### src/rtl/load_store_unit.sv
// load_store_unit
//   Bridges the core's memory stage to a byte-addressed memory whose data port
//   always reads and writes whole 32-bit words. Sub-word stores are turned into
//   a read-modify-write sequence. Load results are lane-selected and then sign-
//   or zero-extended. A misaligned or illegal request is answered with an error
//   flag and never reaches memory.
//
// Ports
//   SYS_clk, SYS_reset       clock, synchronous active-high reset
//   LSU_req_*                request channel (valid/ready, write, funct3, address, wdata)
//   LSU_resp_*               response channel (valid/ready, rdata, misaligned)
//   MEM_read_address/data    word-aligned read port (combinational read data)
//   MEM_write_*              word-aligned write port, enable pulses one cycle per store
module load_store_unit (
    input  logic        SYS_clk,
    input  logic        SYS_reset,
    input  logic        LSU_req_valid,
    output logic        LSU_req_ready,
    input  logic        LSU_req_write,
    input  logic [2:0]  LSU_req_funct3,
    input  logic [31:0] LSU_req_address,
    input  logic [31:0] LSU_req_wdata,
    output logic        LSU_resp_valid,
    input  logic        LSU_resp_ready,
    output logic [31:0] LSU_resp_rdata,
    output logic        LSU_resp_misaligned,
    output logic [31:0] MEM_read_address,
    input  logic [31:0] MEM_read_data,
    output logic        MEM_write_enable,
    output logic [31:0] MEM_write_address,
    output logic [31:0] MEM_write_data
);

    typedef enum logic [1:0] {
        S_IDLE = 2'd0,
        S_RD   = 2'd1,
        S_WR   = 2'd2,
        S_RESP = 2'd3
    } state_t;

    state_t      state_q;
    logic [31:0] addr_q;
    logic [31:0] wdata_q;
    logic [31:0] rdata_q;
    logic [2:0]  funct3_q;
    logic        write_q;
    logic        misaligned_q;

    logic        req_error_d;
    logic [31:0] load_value_d;
    logic [31:0] merged_d;
    logic [7:0]  lane_byte;
    logic [15:0] lane_half;

    // Classify the offered request; only meaningful while in IDLE.
    always_comb begin
        req_error_d = 1'b0;
        case (LSU_req_funct3)
            3'b000:  req_error_d = 1'b0;
            3'b001:  req_error_d = LSU_req_address[0];
            3'b010:  req_error_d = |LSU_req_address[1:0];
            3'b100:  req_error_d = LSU_req_write;
            3'b101:  req_error_d = LSU_req_write | LSU_req_address[0];
            default: req_error_d = 1'b1;
        endcase
    end

    // Load extraction from the word currently returned by memory.
    always_comb begin
        lane_byte    = MEM_read_data[{addr_q[1:0], 3'b000} +: 8];
        lane_half    = addr_q[1] ? MEM_read_data[31:16] : MEM_read_data[15:0];
        load_value_d = MEM_read_data;
        case (funct3_q)
            3'b000:  load_value_d = {{24{lane_byte[7]}}, lane_byte};
            3'b100:  load_value_d = {24'd0, lane_byte};
            3'b001:  load_value_d = {{16{lane_half[15]}}, lane_half};
            3'b101:  load_value_d = {16'd0, lane_half};
            default: load_value_d = MEM_read_data;
        endcase
    end

    // Store merge: each byte lane either keeps the memory byte or takes the
    // store byte. For SH the store byte for lane gi is wdata[8*(gi%2) +: 8].
    genvar gi;
    generate
        for (gi = 0; gi < 4; gi++) begin : g_merge
            logic lane_we;
            logic [7:0] lane_src;
            assign lane_we  = (funct3_q[1:0] == 2'b00) ? (addr_q[1:0] == gi[1:0])
                                                       : (addr_q[1] == gi[1]);
            assign lane_src = (funct3_q[1:0] == 2'b00) ? wdata_q[7:0]
                                                       : wdata_q[8*(gi%2) +: 8];
            assign merged_d[8*gi +: 8] = lane_we ? lane_src : MEM_read_data[8*gi +: 8];
        end
    endgenerate

    always_ff @(posedge SYS_clk) begin
        if (SYS_reset) begin
            state_q      <= S_IDLE;
            addr_q       <= 32'd0;
            wdata_q      <= 32'd0;
            rdata_q      <= 32'd0;
            funct3_q     <= 3'd0;
            write_q      <= 1'b0;
            misaligned_q <= 1'b0;
        end else begin
            case (state_q)
                S_IDLE: begin
                    if (LSU_req_valid) begin
                        addr_q       <= LSU_req_address;
                        wdata_q      <= LSU_req_wdata;
                        funct3_q     <= LSU_req_funct3;
                        write_q      <= LSU_req_write;
                        rdata_q      <= 32'd0;
                        misaligned_q <= req_error_d;
                        if (req_error_d) begin
                            state_q <= S_RESP;
                        end else if (LSU_req_write && LSU_req_funct3 == 3'b010) begin
                            // Full-word store needs no read of the old word.
                            state_q <= S_WR;
                        end else begin
                            state_q <= S_RD;
                        end
                    end
                end
                S_RD: begin
                    if (write_q) begin
                        wdata_q <= merged_d;
                        state_q <= S_WR;
                    end else begin
                        rdata_q <= load_value_d;
                        state_q <= S_RESP;
                    end
                end
                S_WR: begin
                    state_q <= S_RESP;
                end
                S_RESP: begin
                    if (LSU_resp_ready) begin
                        state_q <= S_IDLE;
                    end
                end
                default: state_q <= S_IDLE;
            endcase
        end
    end

    assign LSU_req_ready       = (state_q == S_IDLE);
    assign LSU_resp_valid      = (state_q == S_RESP);
    assign LSU_resp_rdata      = rdata_q;
    assign LSU_resp_misaligned = misaligned_q;
    assign MEM_write_enable    = (state_q == S_WR);
    assign MEM_read_address    = {addr_q[31:2], 2'b00};
    assign MEM_write_address   = {addr_q[31:2], 2'b00};
    assign MEM_write_data      = wdata_q;

endmodule

### config.mk
export PLATFORM = sky130hd
export DESIGN_NAME = load_store_unit
export DESIGN_NICKNAME = d
export VERILOG_FILES = /design/src/rtl/load_store_unit.sv
export SDC_FILE = /design/constraint.sdc
export NUM_CORES = 1
export LEC_CHECK = 0
export CAP_MARGIN = 0
export CORE_AREA = 10 10 123 125
export CTS_CLUSTER_SIZE = 12
export DETAILED_ROUTE_END_ITERATION = 6
export DIE_AREA = 0 0 133 135
export HOLD_SLACK_MARGIN = 0.02
export PLACE_DENSITY = 0.81
export SLEW_MARGIN = 20
export SYNTH_ARGS = -nofsm -noshare
export SYNTH_HDL_FRONTEND = slang
export SYNTH_SLANG_ARGS = --single-unit
### constraint.sdc
create_clock -name SYS_clk -period 2.18 [get_ports SYS_clk]
set_clock_uncertainty 0.1 [all_clocks]
set_input_delay 0.436 -clock SYS_clk [delete_from_list [all_inputs] [get_ports SYS_clk]]
set_output_delay 0.436 -clock SYS_clk [all_outputs]
set_load 0.03 [all_outputs]
==> impl_table.tex, run 1 <==
\begin{tabular}{lr}
\hline
Metric & Value \\
\hline
\multicolumn{2}{l}{\textbf{Synth}} \\
\quad Proportion of register bits with asynchronous set or reset after synthesis & 0\% \\
\quad Mux cell area share after synthesis & 5.07\% \\
\quad Area share of fa/ha/maj cells after synthesis & 0.930\% \\
\quad XOR/XNOR Fraction of Synth Area & 0\% \\
\quad Most used DFF post-synth & sky130\_fd\_sc\_hd\_\_dfxtp\_1 \\
\quad Complex-gate fraction of the synthesized area & 24.8\% \\
\quad Post-Synth Simple-Gate Area & 17.7\% \\
\quad Syn Std Cell Area & 5380 um\^{}2 \\
\quad EDFF count, synth & 0 \\
\quad Sequential fraction of the synthesis area & 38.3\% \\
\quad Count of distinct cell types in the synthesized netlist & 44 \\
\quad Number of synthesized register bits & 103 \\
\quad Cell count after synthesis & 643 \\
\quad Yosys warning count & 0 \\
\quad Average cell area after synthesis & 8.37 um\^{}2 \\
\quad Largest family of logic cells by synthesized area & compound AO/OA/AOI/OAI gates \\
\multicolumn{2}{l}{\textbf{GRT}} \\
\quad Wire length of the first global-routing pass & 29.9 mm \\
\quad GRT Total Usage & 20.6\% \\
\quad Number of global-route vias before repair & 5,321 \\
\quad Antenna violations before repair & 0 \\
\quad Maximum number of pins on one net before global-route repair & 52 \\
\quad Global route total overflow & 0 \\
\multicolumn{2}{l}{\textbf{Timing}} \\
\quad Total negative slack & 0 ns \\
\quad RSZ-0062 raised after global routing & no \\
\quad Hold slack final & 0.367 ns \\
\quad Final setup fails & 0 \\
\quad Worst slew margin & 63.1\% \\
\quad Upper clock frequency limit & 477 MHz \\
\quad Final slew viol count & 0 \\
\quad Fin crit period & 2.10 ns \\
\quad Final worst-path cycle share & 96.3\% \\
\quad Worst Max-Slew Pin Slew & 0.554 ns \\
\quad Number of hold violations in the final report & 0 \\
\multicolumn{2}{l}{\textbf{Min path}} \\
\quad Path category of the worst min-delay check & flip-flop to flip-flop \\
\multicolumn{2}{l}{\textbf{Floorplanning}} \\
\quad Vertical die dimension & 135 um \\
\quad Number of top-level design ports & 236 \\
\quad \# rows & 41 \\
\quad Area of the die & 18,000 um\^{}2 \\
\quad DIE WIDTH & 133 um \\
\quad Placeable core area & 12,600 um\^{}2 \\
\quad Starting density of the core & 42.8\% \\
\multicolumn{2}{l}{\textbf{Detailed routing}} \\
\quad Drt initial violations & 503 \\
\quad Vias & 5,383 \\
\quad Number of remaining DRC errors & 0 \\
\quad Post-route ant nets & 0 \\
\quad Drt total wl & 19.5 mm \\
\quad Number of vias per cell & 5.47 \\
\quad Routed length per instance & 19.9 um \\
\quad Iteration count of the initial detailed-routing pass & 5 \\
\multicolumn{2}{l}{\textbf{Finish}} \\
\quad Final std cells w/o fill & 984 \\
\quad Post-layout net count & 915 \\
\quad Area growth, synth to finish & 45.7\% \\
\quad Fraction of layout cells with a size suffix above 1 & 8.74\% \\
\quad Layout Cell Area excl Fill & 7840 um\^{}2 \\
\quad Ant diodes & 0 \\
\multicolumn{2}{l}{\textbf{Placement}} \\
\quad Inst Count DP & 967 \\
\quad Number of buffer cells added on primary ports & 231 \\
\quad Post-DP Area & 7550 um\^{}2 \\
\quad Global placement routability congestion & 0.929 \\
\quad Half-perimeter wire length after detailed placement & 15.5 mm \\
\multicolumn{2}{l}{\textbf{Setup path}} \\
\quad List of cells traversed by the critical path & inv\_1, ha\_1, buf\_4, dlygate4sd2\_1 \\
\quad Startpoint type of the worst setup path & flip-flop \\
\quad CP endpoint kind & output port \\
\quad Slowest cell on the critical path & sky130\_fd\_sc\_hd\_\_dfxtp\_1 \\
\quad Data required time at the worst endpoint & 1.64 ns \\
\quad Cell family with the largest share of critical-path delay & buffers and inverters \\
\quad Data arrival, critical path & 1.56 ns \\
\quad Highest fanout seen on the critical path & 7 \\
\quad Delay of the slowest critical-path stage & 0.39 ns \\
\quad Worst path bufs/invs & 3 \\
\quad Category of the critical setup timing path & flip-flop to output port \\
\multicolumn{2}{l}{\textbf{Power and ir drop}} \\
\quad Leakage & 2.81 nW \\
\quad Total power density per cell area & 1290 nW/um\^{}2 \\
\quad Overall Power & 10.1 mW \\
\quad VDD IR-drop max & 0.701 mV \\
\multicolumn{2}{l}{\textbf{CTS}} \\
\quad TritonCTS clock tree & yes \\
\quad Post-CTS Hold Fix Bufs & 0 \\
\quad Clock latency at the later pin of the worst-skew pair & 0.35 ns \\
\quad Cell at the root of the clock tree & sky130\_fd\_sc\_hd\_\_clkbuf\_16 \\
\quad Number of clock sinks & 103 \\
\quad Maximum buffer depth of the clock tree & 2 \\
\quad Number of H-tree levels & 3 \\
\quad CTS clock-pin slew for the worst setup and hold paths & 0.07 ns \\
\quad Cts bufs inserted & 9 \\
\multicolumn{2}{l}{\textbf{Outcome}} \\
\quad Status & finished, final reports clean \\
\multicolumn{2}{l}{\textbf{Run}} \\
\quad Max cap viols & 0 \\
\hline
\end{tabular}
==> area by class of cell <==
type / count / area (um^2)
Fill cell: 1034 / 4730
Inverter: 5 / 18.8
Timing Repair Buffer: 264 / 2630
Clock inverter: 5 / 32.5
Tap cell: 172 / 215
Clock buffer: 11 / 243
Sequential cell: 103 / 2060
Multi-Input combinational cell: 424 / 2640
==> synthesized netlist by cell type, types with 4 or more instances <==
master	n	area, um^2
sky130_fd_sc_hd__a211oi_1	6	45.0
sky130_fd_sc_hd__a21boi_0	7	52.6
sky130_fd_sc_hd__a21oi_1	48	240
sky130_fd_sc_hd__a22o_1	22	193
sky130_fd_sc_hd__a311oi_1	16	140
sky130_fd_sc_hd__buf_2	6	30.0
sky130_fd_sc_hd__buf_4	65	488
sky130_fd_sc_hd__clkbuf_1	39	146
sky130_fd_sc_hd__dfxtp_1	103	2060
sky130_fd_sc_hd__ha_1	4	50.1
sky130_fd_sc_hd__inv_1	4	15.0
sky130_fd_sc_hd__mux2_2	10	113
sky130_fd_sc_hd__mux2i_1	16	160
sky130_fd_sc_hd__nand2_1	88	330
sky130_fd_sc_hd__nand2b_1	38	238
sky130_fd_sc_hd__nand3b_1	8	60.1
sky130_fd_sc_hd__nor2_1	41	154
sky130_fd_sc_hd__nor2b_1	13	81.3
sky130_fd_sc_hd__nor3_1	4	20.0
sky130_fd_sc_hd__o21a_1	4	30.0
sky130_fd_sc_hd__o21ai_0	40	200
sky130_fd_sc_hd__o221ai_1	16	140
sky130_fd_sc_hd__o2bb2ai_1	9	78.8
sky130_fd_sc_hd__o41ai_1	8	70.1
==> per-stage QoR <==
stage	utilization [%]	worst slack [ns]
floorplan	-	0.0291
global placement	60.0	-0.197
detailed placement	60.0	-0.261
CTS	62.4	0.0738
global route	62.4	0.00196
finish	62.4	0.0816
==> sequential cells by signal, indices dropped and copies added, names as in the netlist <==
signal,count
LSU_resp_misaligned,1
LSU_resp_rdata,32
MEM_write_data,32
addr_q,32
funct3_q,3
state_q,2
write_q,1
==> power by group <==
part	total [mW]	internal, mW	leakage, nW	switching (mW)
registers	2.91	2.44	0.843	0.467
clock network	1.51	0.807	0.140	0.706
logic	5.71	2.36	1.83	3.34
total	10.1	5.61	2.81	4.52
==> metal layers <==
layer | part of all wire [%] | vias to the layer above | GRT usage, %
met5 | 0 | - | 0
met3 | 8.4 | 35 | 5.68
met2 | 48 | 290 | 34.8
met1 | 41 | 2519 | 24.9
met4 | 2.3 | 0 | 6.66
li1 | - | 2539 | -
==> layout by cell type (no fill, tap or decap), types with 15 or more instances in the layout <==
master                            instances
sky130_fd_sc_hd__nand2b_1                38
sky130_fd_sc_hd__o221ai_1                16
sky130_fd_sc_hd__a311oi_1                16
sky130_fd_sc_hd__o21ai_0                 40
sky130_fd_sc_hd__dfxtp_1                102
sky130_fd_sc_hd__a21oi_1                 48
sky130_fd_sc_hd__buf_4                   27
sky130_fd_sc_hd__a22o_1                  22
sky130_fd_sc_hd__nor2_1                  39
sky130_fd_sc_hd__mux2i_1                 15
sky130_fd_sc_hd__clkdlybuf4s50_1        227
sky130_fd_sc_hd__nand2_1                 88
==> final timing paths <==
path | start | cells after the start | end | slack, ns
setup / recovery | state_q[0] | 4 | LSU_req_ready | 0.08
hold / removal | LSU_resp_rdata[6] | 1 | LSU_resp_rdata[6] | 0.37
setup reg to reg | state_q[0] | 8 | MEM_write_data[0] | 0.17
hold reg to reg | LSU_resp_rdata[6] | 1 | LSU_resp_rdata[6] | 0.37
==> kinds of logic after synthesis <==
kind of cell / Yosys count
AO/OA/AOI/OAI: 188
adder cells (fa/ha/maj): 4
multiplexers: 26
other: 1
buffers and inverters: 119
flip-flops: 103
AND/OR/NAND/NOR: 202
==> timing repair <==
item,CTS,global route
resized for setup,3,2
setup buffers,1,0
endpoints found under the setup margin,6,27
No activity file was read; power rests on OpenSTA's default activity.
==> run 2, diff against run 1 <==
--- a/config.mk
+++ b/config.mk
@@ -10,6 +10,7 @@
 export CTS_CLUSTER_SIZE = 12
 export DETAILED_ROUTE_END_ITERATION = 6
 export DIE_AREA = 0 0 133 135
+export GPL_TIMING_DRIVEN = 0
 export HOLD_SLACK_MARGIN = 0.02
 export PLACE_DENSITY = 0.81
 export SLEW_MARGIN = 20
==> impl_table.tex, run 2 (synthesis gave the netlist of run 1 again) <==
\begin{tabular}{lr}
\hline
Metric & Value \\
\hline
\multicolumn{2}{l}{\textbf{Floorplanning}} \\
\quad Number of top-level design ports & 236 \\
\quad Area of the die & 18,000 um\^{}2 \\
\quad Vertical die dimension & 135 um \\
\quad Starting density of the core & 42.8\% \\
\quad \# rows & 41 \\
\quad Placeable core area & 12,600 um\^{}2 \\
\quad DIE WIDTH & 133 um \\
\multicolumn{2}{l}{\textbf{CTS}} \\
\quad CTS clock-pin slew for the worst setup and hold paths & 0.06 ns \\
\quad Clock latency at the later pin of the worst-skew pair & 0.36 ns \\
\quad Cell at the root of the clock tree & sky130\_fd\_sc\_hd\_\_clkbuf\_16 \\
\quad Maximum buffer depth of the clock tree & 2 \\
\quad Cts bufs inserted & 9 \\
\quad Number of clock sinks & 103 \\
\quad Number of H-tree levels & 3 \\
\quad Post-CTS Hold Fix Bufs & 0 \\
\quad TritonCTS clock tree & yes \\
\multicolumn{2}{l}{\textbf{GRT}} \\
\quad GRT Total Usage & 21.7\% \\
\quad Global route total overflow & 0 \\
\quad Antenna violations before repair & 0 \\
\quad Wire length of the first global-routing pass & 30.8 mm \\
\quad Number of global-route vias before repair & 5,360 \\
\quad Maximum number of pins on one net before global-route repair & 16 \\
\multicolumn{2}{l}{\textbf{Power and ir drop}} \\
\quad VDD IR-drop max & 0.793 mV \\
\quad Overall Power & 10.4 mW \\
\quad Total power density per cell area & 1250 nW/um\^{}2 \\
\quad Leakage & 3.11 nW \\
\multicolumn{2}{l}{\textbf{Detailed routing}} \\
\quad Post-route ant nets & 0 \\
\quad Number of remaining DRC errors & 0 \\
\quad Number of vias per cell & 5.21 \\
\quad Routed length per instance & 19.1 um \\
\quad Vias & 5,538 \\
\quad Drt initial violations & 452 \\
\quad Drt total wl & 20.2 mm \\
\quad Iteration count of the initial detailed-routing pass & 5 \\
\multicolumn{2}{l}{\textbf{Placement}} \\
\quad Global placement routability congestion & 0.950 \\
\quad Number of buffer cells added on primary ports & 230 \\
\quad Half-perimeter wire length after detailed placement & 16.4 mm \\
\multicolumn{2}{l}{\textbf{Setup path}} \\
\quad Minimum setup slack among reg-to-reg paths & 0.08 ns \\
\quad Data arrival, critical path & 2.30 ns \\
\quad Cells on worst reg2reg path & 7 \\
\quad R2r endpoint & LSU\_resp\_rdata[31] \\
\quad Startpoint type of the worst setup path & flip-flop \\
\quad Launching point of the worst reg2reg path & state\_q[1] \\
\quad Category of the critical setup timing path & flip-flop to flip-flop \\
\quad Data required time at the worst endpoint & 2.38 ns \\
\quad CP endpoint kind & flip-flop \\
\quad Highest fanout seen on the critical path & 7 \\
\multicolumn{2}{l}{\textbf{Finish}} \\
\quad Fraction of layout cells with a size suffix above 1 & 14.5\% \\
\quad Area growth, synth to finish & 53.5\% \\
\quad Most frequent cells in the layout & 227 x sky130\_fd\_sc\_hd\_\_clkdlybuf4s50\_1, 102 x sky130\_fd\_sc\_hd\_\_dfxtp\_1, 88 x sky130\_fd\_sc\_hd\_\_nand2\_1, 65 x sky130\_fd\_sc\_hd\_\_buf\_4, 48 x sky130\_fd\_sc\_hd\_\_a21oi\_1 \\
\quad Ant diodes & 0 \\
\quad Post-layout net count & 995 \\
\quad Most common library cell in the layout ignoring fill and taps & sky130\_fd\_sc\_hd\_\_clkdlybuf4s50\_1 \\
\quad Filler cell count in the final layout & 1,068 \\
\multicolumn{2}{l}{\textbf{Min path}} \\
\quad Hold Path Cell Cnt & 1 \\
\quad Sink of the worst hold path & LSU\_resp\_rdata[6] \\
\quad Path category of the worst min-delay check & flip-flop to flip-flop \\
\quad Worst hold path startpoint & LSU\_resp\_rdata[6] \\
\multicolumn{2}{l}{\textbf{Timing}} \\
\quad Total negative slack & 0 ns \\
\quad Worst slew margin & 60.2\% \\
\quad Final worst-path cycle share & 96.5\% \\
\quad RSZ-0062 raised after global routing & yes \\
\quad Final slew viol count & 0 \\
\quad Upper clock frequency limit & 475 MHz \\
\quad Final setup fails & 0 \\
\quad Worst Max-Slew Pin Slew & 0.597 ns \\
\quad Number of hold violations in the final report & 0 \\
\quad Fin crit period & 2.10 ns \\
\multicolumn{2}{l}{\textbf{Outcome}} \\
\quad Status & finished, final reports clean \\
\multicolumn{2}{l}{\textbf{Run}} \\
\quad Max cap viols & 0 \\
\hline
\end{tabular}
[run 2: changes by cell type in the layout (fill, tap and decap cells not counted), sizes merged]
cell / before / now
buf: 34 / 77
clkbuf: 11 / 47
clkinv: 5 / 3
bufinv: 0 / 1
clkinvlp: 0 / 1
inv: 5 / 4
[run 2: through the flow]
| step | std cells | utilization (%) | setup slack, ns | hold WS, ns | instance area (um^2) |
|---|---|---|---|---|---|
| 4_1_cts | 1063 | 65.5 | 0.000970 | 0.370 | 8230 |
| 6_report | 1062 | 65.7 | 0.0767 | 0.363 | 8260 |
| 5_1_grt | 1062 | 65.7 | -0.00560 | 0.382 | 8260 |
| 3_5_place_dp | 1048 | 63.0 | -0.348 | 0.349 | 7910 |
| 2_1_floorplan | 646 | - | 0.0291 | 0.350 | 5400 |
| 3_3_place_gp | 1048 | 63.0 | -0.350 | 0.348 | 7910 |
[run 2: area by class of cell]
class	instances	area, um^2	share of cell area (%)
Buffer	113	708	8.57
Inverter	5	18.8	0.227
Multi-Input combinational cell	424	2660	32.2
Clock inverter	4	47.5	0.575
Sequential cell	103	2060	25.0
Clock buffer	10	239	2.89
Timing Repair Buffer	231	2310	27.9
Tap cell	172	215	2.60
[run 2: critical path, stage by stage (launching register included)]
cell and delay [ns]:
sky130_fd_sc_hd__dfxtp_1 0.34, sky130_fd_sc_hd__inv_1 0.09, sky130_fd_sc_hd__ha_2 0.31, sky130_fd_sc_hd__nand2b_1 0.14, sky130_fd_sc_hd__or3_1 0.43, sky130_fd_sc_hd__a221oi_4 0.31
sky130_fd_sc_hd__buf_4 0.21, sky130_fd_sc_hd__a22o_1 0.13
[run 2: power breakdown]
group	internal [mW]	total [mW]	switching, mW
clock	0.904	1.60	0.700
combinational	2.44	5.88	3.44
sequential	2.45	2.88	0.429
total	5.79	10.4	4.57
[run 2: worst max-delay path by stage]
stage,slack (ns),start,end
4_1_cts,0.001,state_q[1],MEM_write_data[31]
6_report,0.08,state_q[1],LSU_resp_rdata[31]
3_5_place_dp,-0.35,MEM_read_data[31],LSU_resp_rdata[9]
2_1_floorplan,0.03,state_q[0],LSU_resp_rdata[16]
5_1_grt,-0.006,state_q[1],LSU_resp_rdata[16]
3_3_place_gp,-0.35,LSU_req_valid,LSU_resp_rdata[29]
[run 2: repair_timing]
action | in CTS | in global routing
setup endpoints to repair | 64 | 87
pin swaps | 0 | 0
resized for setup | 16 | 24
gates cloned | 0 | 0
buffers inserted | 1 | 0
[run 2: layer usage]
metal	GRT usage (%)	routed length [um]	vias to the layer above
met3	6.75	1950	23
met1	26.3	8080	2593
met5	0	0	-
li1	-	-	2688
met4	6.48	259	0
met2	36.2	9950	234
